## src/rtl/ram4k_arbiter.sv

```systemverilog
// ram4k_arbiter: arbitrates two requesters (A = CPU data port, B = DMA/refresh port)
// onto one single-port 4096x16 RAM. The block has three stages:
// accept -> registered RAM drive -> read response.
// Read data is returned to the requester that issued it, at accept + 2 cycles.
// Build option: define RAM4K_ARB_ROUND_ROBIN_EN for a round-robin tie-break.
// When it is undefined (the default), A has fixed priority.
module ram4k_arbiter #(
  parameter int ADDR_W = 12,
  parameter int DATA_W = 16
) (
  input  logic              clk,
  input  logic              reset,
  input  logic              a_req,
  input  logic              a_we,
  input  logic [ADDR_W-1:0] a_addr,
  input  logic [DATA_W-1:0] a_wdata,
  input  logic              b_req,
  input  logic              b_we,
  input  logic [ADDR_W-1:0] b_addr,
  input  logic [DATA_W-1:0] b_wdata,
  output logic              a_gnt,
  output logic              b_gnt,
  output logic              a_rvalid,
  output logic              b_rvalid,
  output logic [DATA_W-1:0] a_rdata,
  output logic [DATA_W-1:0] b_rdata,
  output logic [DATA_W-1:0] ram_in,
  output logic [ADDR_W-1:0] ram_address,
  output logic              ram_load,
  input  logic [DATA_W-1:0] ram_out
);

  typedef enum logic {SRC_A = 1'b0, SRC_B = 1'b1} src_e;

  typedef struct packed {
    logic              we;
    logic [ADDR_W-1:0] addr;
    logic [DATA_W-1:0] wdata;
  } cmd_t;

  cmd_t a_cmd, b_cmd, sel_cmd;
  logic a_gnt_w, b_gnt_w, accept;
  src_e sel_src;

  assign a_cmd = {a_we, a_addr, a_wdata};
  assign b_cmd = {b_we, b_addr, b_wdata};

`ifdef RAM4K_ARB_ROUND_ROBIN_EN
  src_e last_q, last_d;

  // Grant: a lone requester always wins; on a tie, the one not granted last wins.
  always_comb begin
    a_gnt_w = 1'b0;
    b_gnt_w = 1'b0;
    if (!reset) begin
      if (a_req && b_req) begin
        a_gnt_w = (last_q == SRC_B);
        b_gnt_w = (last_q == SRC_A);
      end else begin
        a_gnt_w = a_req;
        b_gnt_w = b_req;
      end
    end
  end

  // Track the most recent grant for the next tie.
  always_comb begin
    last_d = last_q;
    if (a_gnt_w)      last_d = SRC_A;
    else if (b_gnt_w) last_d = SRC_B;
  end

  // Reset to B so that A wins the first tie.
  always_ff @(posedge clk or posedge reset) begin
    if (reset) last_q <= SRC_B;
    else       last_q <= last_d;
  end
`else
  // Grant: fixed priority; B wins only when A is not asking.
  always_comb begin
    a_gnt_w = a_req & ~reset;
    b_gnt_w = b_req & ~a_req & ~reset;
  end
`endif

  assign a_gnt   = a_gnt_w;
  assign b_gnt   = b_gnt_w;
  assign accept  = a_gnt_w | b_gnt_w;
  assign sel_src = a_gnt_w ? SRC_A : SRC_B;
  assign sel_cmd = a_gnt_w ? a_cmd : b_cmd;

  // vld_pipe[1]: a command is driving the RAM this cycle.
  // vld_pipe[2]: a read response is valid this cycle.
  logic [2:1]        vld_pipe_q, vld_pipe_d;
  src_e              src1_q, src1_d, src2_q, src2_d;
  logic              ram_load_q, ram_load_d;
  logic [ADDR_W-1:0] ram_address_q, ram_address_d;
  logic [DATA_W-1:0] ram_in_q, ram_in_d;

  // Next-state logic. Address and data hold when nothing is accepted.
  // Only reads advance to the response stage.
  always_comb begin
    vld_pipe_d    = {vld_pipe_q[1] & ~ram_load_q, accept};
    src1_d        = accept ? sel_src : src1_q;
    src2_d        = src1_q;
    ram_load_d    = accept & sel_cmd.we;
    ram_address_d = accept ? sel_cmd.addr  : ram_address_q;
    ram_in_d      = accept ? sel_cmd.wdata : ram_in_q;
  end

  // Pipeline registers. Async reset drops in-flight work, including a pending RAM write.
  always_ff @(posedge clk or posedge reset) begin
    if (reset) begin
      vld_pipe_q    <= '0;
      src1_q        <= SRC_A;
      src2_q        <= SRC_A;
      ram_load_q    <= 1'b0;
      ram_address_q <= '0;
      ram_in_q      <= '0;
    end else begin
      vld_pipe_q    <= vld_pipe_d;
      src1_q        <= src1_d;
      src2_q        <= src2_d;
      ram_load_q    <= ram_load_d;
      ram_address_q <= ram_address_d;
      ram_in_q      <= ram_in_d;
    end
  end

  assign ram_load    = ram_load_q;
  assign ram_address = ram_address_q;
  assign ram_in      = ram_in_q;

  assign a_rvalid = vld_pipe_q[2] & (src2_q == SRC_A);
  assign b_rvalid = vld_pipe_q[2] & (src2_q == SRC_B);
  assign a_rdata  = ram_out;
  assign b_rdata  = ram_out;

endmodule

```

## config.mk

```make
export PLATFORM = sky130hd
export DESIGN_NAME = ram4k_arbiter
export DESIGN_NICKNAME = d
export VERILOG_FILES = /design/src/rtl/ram4k_arbiter.sv
export SDC_FILE = /design/constraint.sdc
export NUM_CORES = 1
export LEC_CHECK = 0
export BUFFER_PORTS_ARGS = -buffer_cell sky130_fd_sc_hd__buf_4
export CAP_MARGIN = 20
export CORE_MARGIN = 2
export CORE_UTILIZATION = 36
export DETAILED_ROUTE_END_ITERATION = 10
export PLACE_DENSITY_LB_ADDON = 0.1
export SETUP_SLACK_MARGIN = 0.02
export SYNTH_ARGS = -nofsm -noshare
export SYNTH_HDL_FRONTEND = slang
export SYNTH_SLANG_ARGS = --single-unit
```

## constraint.sdc

```tcl
create_clock -name clk -period 0.85 [get_ports clk]
set_input_delay 0.0425 -clock clk [delete_from_list [all_inputs] [get_ports clk]]
set_output_delay 0.0425 -clock clk [all_outputs]
set_load 0.05 [all_outputs]
```

==> run summary, run 1 <==
The Yosys step of the flow raised 0 warnings. Class of the most critical setup path: flip-flop to output port. Effective utilization at floorplan: 0.381. In this run the worst hold path is classified as input pin to flip-flop.

Once placement completed, the tool counted placed cells totaling 275. For the worst slew slack as a fraction of its limit, the log shows 0.777. For the number of unique standard cell types used by synthesis, the log shows 16. The terminus of the critical flop-to-flop path is ram_in[13]$_DFFE_PP0P_. Setup repair after global routing could not meet its margin everywhere. STA classifies the critical path startpoint as a flip-flop.

The floorplan step set the die height to 75.1 um. The final period demand of the worst path came out at 1000 ps. The signed area change from the synthesized netlist to the final layout was 49.9%. For this design, the slowest cell found on the critical path is sky130_fd_sc_hd__dfrtp_1. The switching power was 1.74 mW. The average routed wire per standard cell came out at 18.7 um. For the number of buffers on the longest clock path, the log shows 2.

The first routing iteration left 65 violations. The power share of the combinational group was 0.371; the power density relative to cell area was 1850 mW/mm^2. Fraction of power spent switching nets: 0.346.

The tools report the number of antenna violations at the first check in global routing as 0. The run finished, with violations left. The stage delay of the slowest cell on the critical path was 390 ps. At the worst endpoint, the required time is 810 ps. Counting the buffers created by CTS gives 5.

The post-synthesis compound-gate area fraction works out to 0.184. After filler insertion, the fill cell instance count of the layout stands at 422. The transition time of the tightest slew-check pin is 334 ps, and the area share of and/or/nand/nor cells after synthesis is 0.179.

The logs give 0.00182 mm^2 for the netlist area before placement and 8.38 mm for the first-pass GRT wire length. The tools report the core box area as 0.00479 mm^2. The first TritonRoute pass finished after 4 iterations. The setup check on the worst reg-to-reg path leaves a slack of 50 ps. Following the worst setup path forward leads to its endpoint at a_rvalid.

The run gives 5.35 mm as the routed wire length. The xor/xnor cell area share of the yosys netlist was 0; the clock insertion delay at the later pin of the skew report was 280 ps. Measured along the x axis, the die boundary spans 75.1 um.

Setup violations remaining at the end of the flow were counted as 31. The portion of total power attributed to sequential cells came out at 0.388. The leakage dissipation is 1.16 nW. The number of remaining DRC errors came out at 0. Along the worst path, the maximum fanout reaches 2. Synthesis inferred 33 register bits.

The synthesized netlist net count came out at 228. Tracing the worst setup path back leads to its startpoint at src2_q$_DFF_PP0_. For the total grt overflow, the log shows 0. Layout cell share with drive strength beyond 1: 0.808. TritonCTS built the clock tree.

The logs give 0.201 for the overall routing resource usage and 150 for the number of cells produced by synthesis. The post-layout worst setup margin is -152 ps. Input and output buffers added on the ports amount to 94.

The run gives 0 as the number of hold-slack violations in the final timing report. The arrival time of the worst setup path is 960 ps, and the share of cell area taken by muxes after synthesis is 0. The max-slew violation total from the final report was 0; the logic depth of the worst register-to-register path was 1. STA classifies the critical path endpoint as an output port. By area, the combinational part of the netlist is dominated by compound AO/OA/AOI/OAI gates. The final worst clock skew is 0.198 ps, and the via count of the first global-routing pass is 1610.

The detailed router placed 1508 vias in this run. Walking the worst path, the cells encountered are nor2b_2, buf_6. For the detailed placer's ending HPWL, the log shows 3.78 mm. The reg-to-reg critical path startpoint is ram_in[13]$_DFFE_PP0P_. The internal power of the cells totals 3.29 mW. The count of cells in the finished layout, fillers not included, comes to 286. Routability-driven placement finished with a final weighted congestion of 0.751. The logs give 2 for the depth of the CTS H-tree and 0 for the count of antenna diodes in the layout. The tools report the remaining number of nets flagged by the antenna check after routing as 0.

The initialized floorplan defines 25 standard-cell rows. The die covers 0.00565 mm^2. The root cell of the clock tree is sky130_fd_sc_hd__clkbuf_8. The final period utilization works out to 1.18. The logs give 0.453 for the register area share after synthesis and 143 for the number of top-level pins. The checks that failed: setup timing.

After detailed routing, the number of vias per cell comes to 5.27. The design draws 5.04 mW. The share of total power in the clock network was 0.241.

Across the VDD grid, the largest voltage drop is 0.000883 V. The net total in the final layout was 296; the post-synthesis area per instance was 12.1 um^2. Number of max-capacitance violations reported: 0.

Clock-pin slew was measured on the worst setup and hold paths at 70 ps. Timing would allow up to 998 MHz. The adder-cell share of the synthesized area is 0. The tools report the largest net degree at the start of global routing as 34. CTS saw 33 sinks.
## Yosys cell counts (all sizes together)
library cell  count  area (um^2)
buf              46          319
dfrtp            33          826
o221a            28          315
or4b             28          280
inv               3         11.3
a21oi             2         10.0
nand2b            2         12.5
nor2b             2         12.5
and2              1         6.26
clkbuf            1         3.75
nand2             1         3.75
nand3b            1         7.51
nor2              1         3.75
o21ba             1         10.0
## metrics by stage
stage / setup slack (ps) / hold slack (ps) / utilization / area (um^2) / setup TNS, ps
after CTS: -169 / 20.8 / 0.569 / 2730 / -1710
after global placement: -245 / 85.5 / 0.515 / 2460 / -7030
after floorplan: -57.6 / 137 / - / 1920 / -1650
after detailed placement: -303 / 85.5 / 0.515 / 2460 / -8360
final: -152 / 24.3 / 0.570 / 2730 / -1540
after global routing: -188 / 16.4 / 0.570 / 2730 / -2430
## power by group through the flow
stage	clock network (mW)	logic, mW	registers (mW)
after detailed placement	0	1.73	1.94
after floorplan	0	0.854	2.56
after global placement	0	1.69	1.94
after CTS	1.23	1.88	1.95
after global routing	1.32	1.96	1.98
final	1.22	1.87	1.95
## cell type report
type	instances	area, um^2	share of cell area
Tap cell	67	83.8	0.0307
Multi-Input combinational cell	68	698	0.256
Sequential cell	33	861	0.315
Inverter	3	18.8	0.00687
Timing Repair Buffer	107	978	0.358
Clock buffer	8	90.1	0.0330
## critical path: cells and delay by family (launching register included)
family	cells	cell delay, ps
DFF	1	390
and+or+nand+nor	1	130
buffers and inverters	1	170
## logic make-up (layout without fill, tap and decap cells)
kind of cell,after synthesis,in the layout
buf+inv,50,118
simple gates,36,37
flops,33,33
compound gates,31,31
## layer usage
layer  vias to the layer above  global-route usage  wire length, um
met3                        11              0.0736              428
met4                         0              0.0526               66
met5                         -                   0                0
li1                        693                   -                -
met2                        85               0.312             2580
met1                       719               0.266             2270
## registers in the layout (all words and copies together), names as in the netlist
signal	cells
ram_address	12
vld_pipe_q	2
src1_q	1
ram_load	1
src2_q	1
ram_in	16
## worst min path at each step
stage,start,endpoint,slack [ps],cells past startpoint
finish,a_addr[2],ram_address[2]$_DFFE_PP0P_,20,2
global placement,ram_out[9],a_rdata[9],90,0
global route,a_wdata[8],ram_in[8]$_DFFE_PP0P_,20,2
floorplan,reset,ram_load$_DFF_PP0_,140,2
CTS,a_addr[7],ram_address[7]$_DFFE_PP0P_,20,2
detailed placement,ram_out[9],a_rdata[9],90,0
## layout by cell type (no fill, tap or decap)
master and n:
sky130_fd_sc_hd__dfrtp_1 5, sky130_fd_sc_hd__o21ba_2 1, sky130_fd_sc_hd__nand2_1 1, sky130_fd_sc_hd__buf_4 69, sky130_fd_sc_hd__a21oi_1 2, sky130_fd_sc_hd__clkbuf_1 2, sky130_fd_sc_hd__nand3b_1 1, sky130_fd_sc_hd__o221a_2 28
sky130_fd_sc_hd__nand2b_4 2, sky130_fd_sc_hd__nor2b_1 1, sky130_fd_sc_hd__buf_6 32, sky130_fd_sc_hd__dlygate4sd3_1 1, sky130_fd_sc_hd__nor2b_2 1, sky130_fd_sc_hd__buf_8 2, sky130_fd_sc_hd__clkinvlp_4 2, sky130_fd_sc_hd__nand2b_2 1
sky130_fd_sc_hd__and2_4 1, sky130_fd_sc_hd__or4b_1 28, sky130_fd_sc_hd__clkbuf_8 6, sky130_fd_sc_hd__dfrtp_2 28, sky130_fd_sc_hd__inv_1 1, sky130_fd_sc_hd__buf_12 3, sky130_fd_sc_hd__nor2_4 1
## repair_timing
item,4_1_cts,5_1_grt
hold endpoints to repair,33,0
buffers inserted,1,0
cloned,1,0
hold buffers,1,0
gates resized for setup,38,1
endpoints found under the setup margin,45,32
pin swaps,2,0
(Power assumes the default switching activity.)
==> run 2: changes to the inputs <==
--- a/config.mk
+++ b/config.mk
@@ -7,7 +7,7 @@
 export LEC_CHECK = 0
 export BUFFER_PORTS_ARGS = -buffer_cell sky130_fd_sc_hd__buf_4
 export CAP_MARGIN = 20
-export CORE_MARGIN = 2
+export CORE_MARGIN = 3
 export CORE_UTILIZATION = 36
 export DETAILED_ROUTE_END_ITERATION = 10
 export PLACE_DENSITY_LB_ADDON = 0.1
==> run 2 against run 1 <==
Compared with the run above: the run ends with hold timing, setup timing left; register-to-register slack about the same; sequential cell count unchanged; sequential share of layout area down 1.3 points; largest cell class unchanged; via count up 3.1%; highest routed layer unchanged; critical path depth unchanged; non-clock buffer count up 5.
==> run summary, run 2 (synthesized netlist as in run 1, its figures left out) <==
The final period utilization works out to 1.17 (was 1.18). The die height was 77.1 um (was 75.1 um); the number of buffers on the longest clock path was 2 (unchanged). The run gives 8.51 mm (was 8.38 mm) as the first-pass GRT wire length. For the arrival time of the worst setup path, the log shows 960 ps (about the same). The worst vdd rail ir drop is 0.00101 V (was 0.000883 V).

The run gives 6 (was 0) as the number of hold-slack violations in the final timing report. The number of buffers added by the clock tree synthesis step is 5 (unchanged). The final period demand of the worst path works out to 998 ps (was 1000 ps). The class of the most critical setup path is flip-flop to output port (unchanged). The switching power came out at 1.77 mW (was 1.74 mW).

Commonest non-fill, non-tap cells in the layout: 71 x sky130_fd_sc_hd__buf_4, 32 x sky130_fd_sc_hd__buf_6, 28 x sky130_fd_sc_hd__dfrtp_2 (was 69 x sky130_fd_sc_hd__buf_4, 32 x sky130_fd_sc_hd__buf_6, 28 x sky130_fd_sc_hd__or4b_1, 28 x sky130_fd_sc_hd__o221a_2, 28 x sky130_fd_sc_hd__dfrtp_2). The run gives 33 (unchanged) as the number of clock sinks seen by CTS. The run finished, with violations left.

The logs give -368 ps (was -303 ps) for the worst-case setup slack after placement and 717 um^2 (was 698 um^2) for the multi-input combinational cell area. The number of fillers in the final layout is 412 (was 422), and the effective utilization at floorplan is 0.378 (was 0.381). Core box area: 0.00482 mm^2 (was 0.00479 mm^2). The tools report the kind of start point of the critical path as a flip-flop (unchanged). The footprint of the flip-flops and latches is 861 um^2 (unchanged), and the worst slew slack as a fraction of its limit is 0.735 (was 0.777). For the number of detailed-routing iterations run before antenna repair, the log shows 4 (unchanged). The overall die width works out to 77.1 um (was 75.1 um).

The placer congestion estimate was 0.732 (was 0.751). The net total in the final layout came out at 301 (was 296). The layout cell share with drive strength beyond 1 came out at 0.830 (was 0.808).

For the setup total negative slack, the log shows -1540 ps (about the same). The reg-to-reg critical path startpoint was ram_in[15]$_DFFE_PP0P_ (was ram_in[13]$_DFFE_PP0P_). The depth of the CTS H-tree was 2 (unchanged). The logs give 1632 (was 1610) for the via count of the first global-routing pass and 810 ps (about the same) for the critical path data required time. The area of the die came out at 0.00595 mm^2 (was 0.00565 mm^2).

The power density relative to cell area is 1820 mW/mm^2 (was 1850 mW/mm^2). The core utilization of the finished layout was 0.591 (was 0.570). The run gives 3.41 mW (was 3.29 mW) as the internal portion of total power. The worst setup slack for register-to-register paths was 50 ps (about the same). The tools report the number of max-capacitance violations reported as 0 (unchanged). Violations in the final reports: hold timing, setup timing (was setup timing). The number of standard-cell rows in the floorplan is 25 (unchanged). The worst hold-check slack is -36.6 ps (was 24.3 ps), and the post-layout worst setup margin is -148 ps (was -152 ps). The root cell of the clock tree is sky130_fd_sc_hd__clkbuf_8 (unchanged).

The largest driver fanout on the critical path was 2 (unchanged); the transition time of the tightest slew-check pin was 397 ps (was 334 ps). The run gives 5.50 mm (was 5.35 mm) as the routed wire length. The overall routing resource usage was 0.184 (was 0.201); the fraction of power spent switching nets was 0.341 (was 0.346).

The max-slew violation total from the final report is 0 (unchanged), and the final count of negative-setup-slack endpoints is 31 (unchanged). The largest net degree at the start of global routing was 30 (was 34). The remaining number of nets flagged by the antenna check after routing came out at 0 (unchanged). The number of remaining DRC errors was 0 (unchanged). Signed area change from the synthesized netlist to the final layout: 56.2% (was 49.9%). The clock insertion delay at the later pin of the skew report is 280 ps (about the same).

Element type at the critical path end: an output port (unchanged). The share of total power in the clock network was 0.251 (was 0.241). The flip-flop count of the largest register after layout was 16 (unchanged).

The number of antenna violations at the first check in global routing is 0 (unchanged). The total grt overflow came out at 0 (unchanged). The average routed wire per standard cell is 18.9 um (was 18.7 um). Class of the tightest hold or removal check: input pin to asynchronous set/reset pin (was input pin to flip-flop). Clock transition at the registers of the reported paths: 70 ps (about the same). The logs give 4.05 mm (was 3.78 mm) for the detailed placer's ending HPWL and 84 (was 65) for the number of DRC markers after the initial detailed-route iteration.

The count of antenna diodes in the layout was 0 (unchanged). The final worst clock skew came out at 0.0665 ps (was 0.198 ps). The leakage dissipation came out at 1.22 nW (was 1.16 nW). The logic depth of the worst register-to-register path is 1 (unchanged).

The power share of the combinational group was 0.371 (about the same). TritonCTS built the clock tree. Number of top-level pins: 143 (unchanged). The portion of total power attributed to sequential cells is 0.379 (was 0.388). The number of buffers added on ports is 94 (unchanged), and the number of vias after detailed routing is 1555 (was 1508). The tools report the maximum clock rate as 1000 MHz (was 998 MHz). Setup repair after global routing could not meet its margin everywhere.

The average vias per placed instance is 5.34 (was 5.27). The most common cell after layout, fill and taps aside is sky130_fd_sc_hd__buf_4 (unchanged). The tools report the terminus of the critical flop-to-flop path as ram_in[15]$_DFFE_PP0P_ (was ram_in[13]$_DFFE_PP0P_).
==> run 2: how the worst max path moves through the flow <==
stage	start	endpoint	slack, ps	cells after the start
4_1_cts	vld_pipe_q[2]$_DFF_PP0_	b_rvalid	-160	2
6_report	vld_pipe_q[2]$_DFF_PP0_	b_rvalid	-150	2
5_1_grt	vld_pipe_q[2]$_DFF_PP0_	b_rvalid	-190	2
3_5_place_dp	reset	ram_in[15]$_DFFE_PP0P_	-370	3
2_1_floorplan	ram_address[0]$_DFFE_PP0P_	ram_address[0]$_DFFE_PP0P_	-60	1
3_3_place_gp	reset	ram_in[3]$_DFFE_PP0P_	-320	3
==> run 2: what timing repair did <==
action | CTS | global route
endpoints found under the setup margin | 61 | 34
resized for setup | 38 | 4
setup buffers | 0 | 5
pin swaps | 2 | 0
gates cloned | 1 | 0
endpoints found under the hold margin | 6 | 6
==> run 2: worst max-delay path: stages, from the launching register on <==
cell and delay [ps]:
sky130_fd_sc_hd__dfrtp_1 370, sky130_fd_sc_hd__and2_4 160, sky130_fd_sc_hd__buf_8 140
==> run 2: power groups by stage <==
stage	Sequential (mW)	Combinational (mW)	Clock (mW)
after CTS	1.96	1.90	1.31
final	1.96	1.92	1.30
after detailed placement	1.95	1.76	0
after global routing	1.98	2.00	1.40
after global placement	1.94	1.73	0
after floorplan	2.56	0.854	0
==> run 2: layout make-up <==
class,count,share of cell area
Sequential cell,33,0.303
Tap cell,67,0.0295
Timing Repair Buffer,112,0.374
Clock inverter,1,0.00176
Clock buffer,7,0.0339
Multi-Input combinational cell,68,0.252
Inverter,3,0.00660
==> run 2: per-layer routing <==
layer	track usage	routed length, um	part of all wire
met1	0.225	2200	0.40
met2	0.266	2470	0.45
met3	0.0657	495	0.090
met4	0.132	335	0.061
met5	0	0	0
==> run 2: stage by stage <==
step | instance area, um^2 | cells | total power [mW]
after global routing | 2850 | 291 | 5.39
after CTS | 2790 | 286 | 5.18
after detailed placement | 2530 | 277 | 3.70
final | 2850 | 291 | 5.18
after floorplan | 1920 | 150 | 3.42
after global placement | 2530 | 277 | 3.67
